==> src/rtl/reorder_buffer_pkg.sv <==
// Shared definitions for the reorder buffer slice.
// Contents: register-file geometry (REG_ADDR_W, XLEN), default tag width,
// the 37-bit register-file word {tag, value}, and TAG_NONE, the tag value
// meaning "the architectural register already holds the value".
package reorder_buffer_pkg;

  localparam int REG_ADDR_W = 5;
  localparam int XLEN       = 32;
  localparam int TAG_W      = 5;
  localparam int RF_ENTRY_W = TAG_W + XLEN;

  localparam logic [TAG_W-1:0] TAG_NONE = '0;

  // Word written into either register-file write port.
  typedef struct packed {
    logic [TAG_W-1:0] tag;
    logic [XLEN-1:0]  value;
  } rf_word_t;

endpackage

==> src/rtl/rob_youngest_match.sv <==
// Residual-tag search for the commit port.
// Finds the youngest busy entry strictly after head (up to tail-1, i.e. the
// first count-1 entries after head) whose destination equals match_rd, and
// returns its tag (index + 1), or TAG_NONE when no newer rename exists.
// Ports:
//   head     - index of the committing (oldest) entry
//   count    - current occupancy
//   busy     - per-entry busy flags
//   rd       - per-entry destination registers
//   match_rd - destination of the committing entry
//   tag      - residual tag for the committed register-file word
module rob_youngest_match
  import reorder_buffer_pkg::*;
#(
  parameter int DEPTH = 16,
  parameter int IDX_W = 4,
  parameter int CNT_W = 5,
  parameter int TAG_W = 5
) (
  input  logic [IDX_W-1:0]      head,
  input  logic [CNT_W-1:0]      count,
  input  logic [DEPTH-1:0]      busy,
  input  logic [REG_ADDR_W-1:0] rd [DEPTH],
  input  logic [REG_ADDR_W-1:0] match_rd,
  output logic [TAG_W-1:0]      tag
);

  // Walk from oldest to youngest; a later match overwrites an earlier one,
  // so the youngest matching rename wins.
  always_comb begin
    int pos;
    logic [IDX_W-1:0] idx;
    tag = TAG_NONE;
    pos = 0;
    idx = '0;
    for (int k = 1; k < DEPTH; k++) begin
      if (k < int'(count)) begin
        pos = int'(head) + k;
        if (pos >= DEPTH) pos = pos - DEPTH;
        idx = IDX_W'(pos);
        if (busy[idx] && (rd[idx] == match_rd)) tag = TAG_W'(pos + 1);
      end
    end
  end

endmodule

==> src/rtl/reorder_buffer.sv <==
// Circular in-order retirement buffer.
// Allocates a rename tag (entry index + 1) per dispatch and drives the
// register file rename port; captures CDB results; retires the head entry
// through the commit port, and on a mispredicted head drives flush and the
// redirect PC while discarding every entry.
// Optional: define ROB_WB_BYPASS_EN to let operand queries see a CDB result
// in the same cycle it is broadcast (commit is unaffected).
// Ports:
//   clk, rst (sync, active high), rdy (global enable)
//   disp_valid/disp_rd -> disp_ready/disp_tag        : dispatch handshake
//   wb_valid/wb_tag/wb_value/wb_mispredict/wb_target  : CDB result
//   query_tag1/2 -> query_ready1/2, query_value1/2    : operand lookup
//   rf_rename_en/addr/data                            : register file port 1
//   rf_commit_en/addr/data                            : register file port 2
//   flush, redirect_pc                                : mispredict recovery
// Handshake: a dispatch is taken on a cycle where disp_valid, disp_ready and
// rdy are all high; disp_ready never depends on disp_valid.
module reorder_buffer
  import reorder_buffer_pkg::*;
#(
  parameter int DEPTH = 16,
  parameter int TAG_W = 5
) (
  input  logic                  clk,
  input  logic                  rst,
  input  logic                  rdy,
  input  logic                  disp_valid,
  input  logic [REG_ADDR_W-1:0] disp_rd,
  output logic                  disp_ready,
  output logic [TAG_W-1:0]      disp_tag,
  input  logic                  wb_valid,
  input  logic [TAG_W-1:0]      wb_tag,
  input  logic [XLEN-1:0]       wb_value,
  input  logic                  wb_mispredict,
  input  logic [XLEN-1:0]       wb_target,
  input  logic [TAG_W-1:0]      query_tag1,
  input  logic [TAG_W-1:0]      query_tag2,
  output logic                  query_ready1,
  output logic                  query_ready2,
  output logic [XLEN-1:0]       query_value1,
  output logic [XLEN-1:0]       query_value2,
  output logic                  rf_rename_en,
  output logic [REG_ADDR_W-1:0] rf_rename_addr,
  output logic [RF_ENTRY_W-1:0] rf_rename_data,
  output logic                  rf_commit_en,
  output logic [REG_ADDR_W-1:0] rf_commit_addr,
  output logic [RF_ENTRY_W-1:0] rf_commit_data,
  output logic                  flush,
  output logic [XLEN-1:0]       redirect_pc
);

  localparam int IDX_W = (DEPTH > 1) ? $clog2(DEPTH) : 1;
  localparam int CNT_W = $clog2(DEPTH + 1);
  localparam logic [IDX_W-1:0] LAST_IDX = IDX_W'(DEPTH - 1);
  localparam logic [CNT_W-1:0] FULL_CNT = CNT_W'(DEPTH);
  localparam logic [TAG_W-1:0] MAX_TAG  = TAG_W'(DEPTH);

  logic [DEPTH-1:0]      busy_q, ready_q, mis_q;
  logic [REG_ADDR_W-1:0] rd_q     [DEPTH];
  logic [XLEN-1:0]       value_q  [DEPTH];
  logic [XLEN-1:0]       target_q [DEPTH];
  logic [IDX_W-1:0]      head_q, tail_q;
  logic [CNT_W-1:0]      count_q;

  logic             accept, commit, wb_hit;
  logic [IDX_W-1:0] wb_idx, head_next, tail_next;
  logic [TAG_W-1:0] residual_tag;
  rf_word_t         commit_word;

  function automatic logic [IDX_W-1:0] tag_idx(input logic [TAG_W-1:0] t);
    return IDX_W'(t - TAG_W'(1));
  endfunction

  function automatic logic tag_in_range(input logic [TAG_W-1:0] t);
    return (t != TAG_NONE) && (t <= MAX_TAG);
  endfunction

  // Commit and its flush are suppressed in the reset cycle so stale state
  // can never reach the register file.
  assign commit      = !rst && rdy && busy_q[head_q] && ready_q[head_q];
  assign flush       = commit && mis_q[head_q];
  assign redirect_pc = flush ? target_q[head_q] : '0;

  // A commit in the same cycle does not free a slot for a full buffer.
  assign disp_ready = rst || ((count_q < FULL_CNT) && !flush);
  assign disp_tag   = rst ? TAG_W'(1) : TAG_W'(tail_q) + TAG_W'(1);
  assign accept     = !rst && rdy && disp_valid && disp_ready;

  assign rf_rename_en   = accept && (disp_rd != '0);
  assign rf_rename_addr = rf_rename_en ? disp_rd : '0;
  assign rf_rename_data = rf_rename_en ? {disp_tag, {XLEN{1'b0}}} : '0;

  rob_youngest_match #(
    .DEPTH(DEPTH),
    .IDX_W(IDX_W),
    .CNT_W(CNT_W),
    .TAG_W(TAG_W)
  ) u_match (
    .head     (head_q),
    .count    (count_q),
    .busy     (busy_q),
    .rd       (rd_q),
    .match_rd (rd_q[head_q]),
    .tag      (residual_tag)
  );

  assign commit_word.tag   = residual_tag;
  assign commit_word.value = value_q[head_q];
  assign rf_commit_en      = commit && (rd_q[head_q] != '0);
  assign rf_commit_addr    = commit ? rd_q[head_q] : '0;
  assign rf_commit_data    = commit ? commit_word : '0;

  assign wb_idx = tag_idx(wb_tag);
  assign wb_hit = !rst && rdy && wb_valid && tag_in_range(wb_tag) && busy_q[wb_idx];

  assign head_next = (head_q == LAST_IDX) ? '0 : head_q + IDX_W'(1);
  assign tail_next = (tail_q == LAST_IDX) ? '0 : tail_q + IDX_W'(1);

  // Operand queries; only busy entries answer.
  logic [TAG_W-1:0] q_tag   [2];
  logic             q_ready [2];
  logic [XLEN-1:0]  q_value [2];

  assign q_tag[0]     = query_tag1;
  assign q_tag[1]     = query_tag2;
  assign query_ready1 = q_ready[0];
  assign query_ready2 = q_ready[1];
  assign query_value1 = q_value[0];
  assign query_value2 = q_value[1];

  always_comb begin
    for (int q = 0; q < 2; q++) begin
      q_ready[q] = 1'b0;
      q_value[q] = '0;
      if (tag_in_range(q_tag[q]) && busy_q[tag_idx(q_tag[q])]) begin
        if (ready_q[tag_idx(q_tag[q])]) begin
          q_ready[q] = 1'b1;
          q_value[q] = value_q[tag_idx(q_tag[q])];
        end
`ifdef ROB_WB_BYPASS_EN
        if (wb_valid && (wb_tag == q_tag[q])) begin
          q_ready[q] = 1'b1;
          q_value[q] = wb_value;
        end
`endif
      end
    end
  end

  always_ff @(posedge clk) begin
    if (rst) begin
      head_q  <= '0;
      tail_q  <= '0;
      count_q <= '0;
      busy_q  <= '0;
      ready_q <= '0;
    end else if (rdy) begin
      if (wb_hit) begin
        ready_q[wb_idx]  <= 1'b1;
        value_q[wb_idx]  <= wb_value;
        mis_q[wb_idx]    <= wb_mispredict;
        target_q[wb_idx] <= wb_target;
      end
      if (commit) begin
        busy_q[head_q]  <= 1'b0;
        ready_q[head_q] <= 1'b0;
        head_q          <= head_next;
      end
      if (accept) begin
        busy_q[tail_q]  <= 1'b1;
        ready_q[tail_q] <= 1'b0;
        rd_q[tail_q]    <= disp_rd;
        tail_q          <= tail_next;
      end
      case ({accept, commit})
        2'b10:   count_q <= count_q + CNT_W'(1);
        2'b01:   count_q <= count_q - CNT_W'(1);
        default: count_q <= count_q;
      endcase
      // Mispredict recovery overrides everything above.
      if (flush) begin
        head_q  <= '0;
        tail_q  <= '0;
        count_q <= '0;
        busy_q  <= '0;
        ready_q <= '0;
      end
    end
  end

endmodule

==> config.mk <==
export PLATFORM = sky130hd
export DESIGN_NAME = reorder_buffer
export DESIGN_NICKNAME = d
export VERILOG_FILES = /design/src/rtl/reorder_buffer_pkg.sv /design/src/rtl/rob_youngest_match.sv /design/src/rtl/reorder_buffer.sv
export SDC_FILE = /design/constraint.sdc
export NUM_CORES = 2
export LEC_CHECK = 0
export CORE_ASPECT_RATIO = 1.25
export CORE_UTILIZATION = 40
export DETAILED_ROUTE_END_ITERATION = 10
export PLACE_DENSITY = 0.56
export SYNTH_ARGS = -nofsm -noshare
export SYNTH_HDL_FRONTEND = slang
export SYNTH_SLANG_ARGS = --single-unit
==> constraint.sdc <==
create_clock -name clk -period 6.3 [get_ports clk]
set_input_delay 0.63 -clock clk [delete_from_list [all_inputs] [get_ports clk]]
set_output_delay 0.63 -clock clk [all_outputs]
set_load 0.01 [all_outputs]
==> impl_results.html <==
<table>
<tr><th>Metric</th><th>Value</th></tr>
<tr><th colspan="2">Routing</th></tr>
<tr><td>Routed Wire Length</td><td>188 mm</td></tr>
<tr><td>Residual DRC count</td><td>0</td></tr>
<tr><td>Antenna-violating nets left</td><td>0</td></tr>
<tr><td>Number of vias per cell after detailed routing</td><td>6.30</td></tr>
<tr><td>Number of detailed-route iterations in the first pass</td><td>5</td></tr>
<tr><td>Total via count after detailed routing</td><td>35375</td></tr>
<tr><td>Number of design-rule violations left by the first detailed-router iteration</td><td>3931</td></tr>
<tr><td>Average wire per standard cell</td><td>33.5 um</td></tr>
<tr><th colspan="2">GRT</th></tr>
<tr><td>GR Layer Usage met1</td><td>0.324</td></tr>
<tr><td>Global-route wire length before repair</td><td>270 mm</td></tr>
<tr><td>Number of antenna violations at the first check in global routing</td><td>24</td></tr>
<tr><td>Overflow left after global routing</td><td>0</td></tr>
<tr><td>Overall track demand over capacity in global routing</td><td>0.247</td></tr>
<tr><td>Met3 demand-to-capacity share in global routing</td><td>0.0455</td></tr>
<tr><td>Most Used Layer, Global Route</td><td>met2</td></tr>
<tr><td>Met2 usage in global routing</td><td>0.414</td></tr>
<tr><td>Largest net degree at the start of global routing</td><td>97</td></tr>
<tr><td>Via count of the first global-routing pass</td><td>36842</td></tr>
<tr><th colspan="2">Synthesis</th></tr>
<tr><td>Biggest area contributors in the synthesized netlist</td><td>sky130_fd_sc_hd__edfxtp_1, sky130_fd_sc_hd__mux4_2, sky130_fd_sc_hd__dfxtp_1</td></tr>
<tr><td>Gate count after technology mapping</td><td>3212</td></tr>
<tr><td>Count of flip-flops with a built-in enable after synthesis</td><td>1120</td></tr>
<tr><td>Portion of synthesized cell area occupied by the leading cell type</td><td>0.557</td></tr>
<tr><td>Compound-cell area share of the yosys netlist</td><td>0.0197</td></tr>
<tr><td>Top flip-flop cell by instance count after synthesis</td><td>sky130_fd_sc_hd__edfxtp_1</td></tr>
<tr><td>Synth async-reset ratio</td><td>0</td></tr>
<tr><td>Post-synth cell types</td><td>76</td></tr>
<tr><td>Total of flip-flops plus latches after synthesis</td><td>1169</td></tr>
<tr><td>Sequential element share of the synthesized area</td><td>0.574</td></tr>
<tr><td>Area of the mapped netlist</td><td>60300 um2</td></tr>
<tr><td>Synthesized area divided by synthesized cell count</td><td>18.8 um2</td></tr>
<tr><td>Multiplexer fraction of the synthesized cell area</td><td>0.318</td></tr>
<tr><td>Area share of and/or/nand/nor cells after synthesis</td><td>0.0434</td></tr>
<tr><td>Cell type with the highest aggregate area in the netlist</td><td>sky130_fd_sc_hd__edfxtp_1</td></tr>
<tr><td>Largest family of logic cells by synthesized area</td><td>multiplexers</td></tr>
<tr><td>Xor and xnor area share after synthesis</td><td>0.0168</td></tr>
<tr><td>Number of warnings printed during yosys synthesis</td><td>0</td></tr>
<tr><td>Adder-Cell Fraction of Synth Area</td><td>0.00643</td></tr>
<tr><th colspan="2">Clocking</th></tr>
<tr><td>Clock root cell</td><td>sky130_fd_sc_hd__clkbuf_16</td></tr>
<tr><td>Htree depth</td><td>3</td></tr>
<tr><td>Clock transition at the registers of the reported paths</td><td>0.06 ns</td></tr>
<tr><td>Count of hold buffers inserted by post-cts repair</td><td>0</td></tr>
<tr><td>Skew-Pair Late Insertion Delay</td><td>0.75 ns</td></tr>
<tr><td>Clock Sink Count</td><td>1169</td></tr>
<tr><td>TritonCTS Buffers</td><td>116</td></tr>
<tr><td>Clock tree from TritonCTS</td><td>yes</td></tr>
<tr><td>Maximum buffer depth of the clock tree</td><td>3</td></tr>
<tr><th colspan="2">Worst setup path</th></tr>
<tr><td>Category of the most critical setup path</td><td>reg2out</td></tr>
<tr><td>Highest net fanout along the worst path</td><td>9</td></tr>
<tr><td>Worst EP required</td><td>5.67 ns</td></tr>
<tr><td>Cell type with the highest occurrence count on the critical path</td><td>sky130_fd_sc_hd__a21oi_1</td></tr>
<tr><td>Largest stage delay on the critical path</td><td>0.59 ns</td></tr>
<tr><td>Critical-path top delay cell</td><td>sky130_fd_sc_hd__clkdlybuf4s50_1</td></tr>
<tr><td>Number of cells on the critical path</td><td>15</td></tr>
<tr><td>Setup crit end kind</td><td>output port</td></tr>
<tr><td>Worst Reg-to-Reg Cells</td><td>16</td></tr>
<tr><td>Worst-path cell chain</td><td>inv_1, ha_1, xnor2_2, buf_6, mux4_2, and3_1, or4_4, nor4_4, buf_4, a21oi_1, o21ai_0, a21oi_1, a211o_1, a211oi_1, clkdlybuf4s50_1</td></tr>
<tr><td>Crit start category</td><td>flip-flop</td></tr>
<tr><td>Number of buffer and inverter instances along the worst setup path</td><td>4</td></tr>
<tr><td>Critical path's top delay family</td><td>buffers and inverters</td></tr>
<tr><td>Critical Path AT</td><td>5.38 ns</td></tr>
<tr><th colspan="2">Power and ir drop</th></tr>
<tr><td>Internal power of the cells</td><td>12700 uW</td></tr>
<tr><td>Power spent charging and discharging nets</td><td>3520 uW</td></tr>
<tr><td>Leakage dissipation</td><td>0.0211 uW</td></tr>
<tr><td>Switching share of power</td><td>0.217</td></tr>
<tr><td>Clk network pwr share</td><td>0.421</td></tr>
<tr><td>Power per standard cell area</td><td>232 nW/um2</td></tr>
<tr><td>IR drop worst, VDD</td><td>255 uV</td></tr>
<tr><td>Combinational group share of total power</td><td>0.055</td></tr>
<tr><td>Part of the power in registers</td><td>0.525</td></tr>
<tr><th colspan="2">Layout</th></tr>
<tr><td>Number of standard cells in the layout, taps in and fillers out</td><td>5614</td></tr>
<tr><td>Fraction of final layout cells sized beyond drive strength 1</td><td>0.337</td></tr>
<tr><td>Synthesis-to-layout area growth</td><td>15.8%</td></tr>
<tr><td># fillers</td><td>12603</td></tr>
<tr><td>Number of nets in the layout</td><td>3613</td></tr>
<tr><td>Post-Layout Inst Area</td><td>69900 um2</td></tr>
<tr><th colspan="2">Outcome</th></tr>
<tr><td>Result of the run</td><td>finished, final reports clean</td></tr>
<tr><th colspan="2">Timing</th></tr>
<tr><td>Final hold vios</td><td>0</td></tr>
<tr><td>Number of endpoints failing setup at the final stage</td><td>0</td></tr>
<tr><td>Slew Limit Headroom</td><td>0.285</td></tr>
<tr><td>Final clock skew</td><td>0.0298 ns</td></tr>
<tr><td>Actual transition at the worst max-transition pin</td><td>1.07 ns</td></tr>
<tr><td>Achievable Freq</td><td>0.166 GHz</td></tr>
<tr><td>Fin Setup TNS</td><td>0 ns</td></tr>
<tr><td>Final clock period utilization by the worst path</td><td>0.954</td></tr>
<tr><td>Max Transition Viols Final</td><td>0</td></tr>
<tr><td>Min cycle time layout</td><td>6.01 ns</td></tr>
<tr><th colspan="2">Floorplan</th></tr>
<tr><td>Die Outline Area</td><td>152000 um2</td></tr>
<tr><td>Vertical extent of the die</td><td>436 um</td></tr>
<tr><td>Core Area</td><td>150000 um2</td></tr>
<tr><td>Num rows</td><td>159</td></tr>
<tr><td>I/O pin count</td><td>281</td></tr>
<tr><td>Initial core utilization</td><td>0.402</td></tr>
<tr><td>Die width</td><td>349 um</td></tr>
<tr><th colspan="2">Flow run</th></tr>
<tr><td>Number of maximum-capacitance violations</td><td>0</td></tr>
<tr><th colspan="2">Placement</th></tr>
<tr><td>Routability-driven placement congestion ratio</td><td>0.945</td></tr>
<tr><td>Placed inst area</td><td>65900 um2</td></tr>
<tr><td>Cell Count Post-Placement</td><td>5372</td></tr>
<tr><td>Port buffer count</td><td>248</td></tr>
<tr><td>DP HPWL</td><td>114 mm</td></tr>
<tr><th colspan="2">Hold path</th></tr>
<tr><td>Worst hold path depth</td><td>2</td></tr>
<tr><td>Worst min-delay path category</td><td>reg2reg</td></tr>
</table>
==> cell type report <==
type,count,area (um2),area share
antenna,10,25.0,0.000358
multi-input combinational,1771,24900,0.356
sequential,1169,34600,0.496
clock buffer,141,3030,0.0433
inverter,23,86.3,0.00124
timing repair buffer,411,4030,0.0577
tap,2012,2520,0.0360
clock inverter,77,692,0.00990
==> state kept, by name, summed over array words and instances, names as in the netlist, named ones only <==
| register | cells |
|---|---|
| value_q | 512 |
| rd_q | 80 |
| mis_q | 16 |
| target_q | 512 |
| ready_q | 16 |
| tail_q | 4 |
| count_q | 5 |
| head_q | 4 |
| busy_q | 16 |
==> power groups by stage <==
stage          combinational, uW  clock, uW  sequential [uW]
2_1_floorplan                538          0             8680
3_3_place_gp                 875          0             8680
3_5_place_dp                 886          0             8680
4_1_cts                      890       6980             8510
5_1_grt                      934       7220             8510
6_report                     887       6820             8510
==> what timing repair did <==
action | in CTS | in global routing
gates resized for setup | 9 | 13
gates cloned | 1 | 0
endpoints found under the setup margin | 4 | 5
setup buffers | 3 | 10
pin swaps | 0 | 3
==> cell usage in the layout (no fill, tap or decap), types with 34 or more instances in the layout <==
cell type and n:
sky130_fd_sc_hd__buf_4 137, sky130_fd_sc_hd__and2_1 77, sky130_fd_sc_hd__a21oi_1 54, sky130_fd_sc_hd__nand2_1 91
sky130_fd_sc_hd__clkdlybuf4s50_1 243, sky130_fd_sc_hd__nor2_1 104, sky130_fd_sc_hd__mux4_2 797, sky130_fd_sc_hd__o21ai_0 34
sky130_fd_sc_hd__clkbuf_16 116, sky130_fd_sc_hd__xor2_1 35, sky130_fd_sc_hd__nor2b_1 42, sky130_fd_sc_hd__and3_1 44
sky130_fd_sc_hd__edfxtp_1 1120, sky130_fd_sc_hd__dfxtp_1 42, sky130_fd_sc_hd__xnor2_1 65, sky130_fd_sc_hd__mux2i_1 80
==> metrics by stage <==
| stage | util | setup WS [ns] | hold WS [ns] | power (uW) |
|---|---|---|---|---|
| 6_report | 0.466 | 0.291 | 0.489 | 16200 |
| 5_1_grt | 0.466 | -0.00587 | 0.480 | 16700 |
| 4_1_cts | 0.465 | 0.0230 | 0.436 | 16400 |
| 3_5_place_dp | 0.439 | 0.610 | 0.484 | 9560 |
| 3_3_place_gp | 0.439 | 0.613 | 0.472 | 9550 |
| 2_1_floorplan | - | -0.00239 | 0.458 | 9210 |
==> tightest hold or removal path: cells and delay by family, from the launching register on <==
kind / cells / cell delay (ns)
compound gates: 2 / 0.13
flops: 1 / 0.32
==> layer usage <==
layer  up-vias  wire length (um)
met5         -                73
met4        12              5640
met3       310             14600
met2      1803             95100
met1     19044             72600
li1      14206                 -
==> synth_stat cells, types with 5 or more instances <==
cell type / instances
sky130_fd_sc_hd__inv_1: 20
sky130_fd_sc_hd__edfxtp_1: 1120
sky130_fd_sc_hd__o211ai_1: 5
sky130_fd_sc_hd__nand4_1: 12
sky130_fd_sc_hd__o21ai_0: 34
sky130_fd_sc_hd__o21ai_1: 6
sky130_fd_sc_hd__a311oi_1: 5
sky130_fd_sc_hd__dfxtp_1: 49
sky130_fd_sc_hd__nand3b_1: 7
sky130_fd_sc_hd__nor3_1: 27
sky130_fd_sc_hd__nand2b_1: 5
sky130_fd_sc_hd__ha_1: 31
sky130_fd_sc_hd__clkbuf_1: 170
sky130_fd_sc_hd__mux4_1: 11
sky130_fd_sc_hd__nor2_1: 124
sky130_fd_sc_hd__and2_1: 77
sky130_fd_sc_hd__mux2_2: 12
sky130_fd_sc_hd__mux4_2: 797
sky130_fd_sc_hd__xor2_1: 38
sky130_fd_sc_hd__buf_1: 54
sky130_fd_sc_hd__a31oi_1: 19
sky130_fd_sc_hd__nor4_1: 7
sky130_fd_sc_hd__o21a_1: 5
sky130_fd_sc_hd__xnor2_1: 72
sky130_fd_sc_hd__buf_4: 35
sky130_fd_sc_hd__or3_1: 5
sky130_fd_sc_hd__nand3_1: 33
sky130_fd_sc_hd__buf_2: 17
sky130_fd_sc_hd__a211oi_1: 11
sky130_fd_sc_hd__mux2i_1: 80
sky130_fd_sc_hd__and3_1: 44
sky130_fd_sc_hd__nor2b_1: 42
sky130_fd_sc_hd__nand2_1: 94
sky130_fd_sc_hd__a22oi_1: 14
sky130_fd_sc_hd__nor3b_1: 16
sky130_fd_sc_hd__a21oi_1: 54
==> final timing paths <==
| kind | endpoint | from | slack (ns) |
|---|---|---|---|
| worst max register to register | ready_q[11] | head_q[0] | 1.58 |
| worst min-delay path | ready_q[15] | ready_q[15] | 0.49 |
| worst max-delay path | rf_commit_data[33] | head_q[1] | 0.29 |
| worst min register to register | ready_q[15] | ready_q[15] | 0.49 |
==> kinds of logic after synthesis <==
| kind of cell | Yosys count |
|---|---|
| AO/OA/AOI/OAI | 187 |
| XOR/XNOR | 113 |
| adder cells (fa/ha/maj) | 31 |
| buffers and inverters | 303 |
| flip-flops | 1169 |
| multiplexers | 901 |
| other | 1 |
| AND/OR/NAND/NOR | 507 |
No activity file was read; power rests on OpenSTA's default activity.
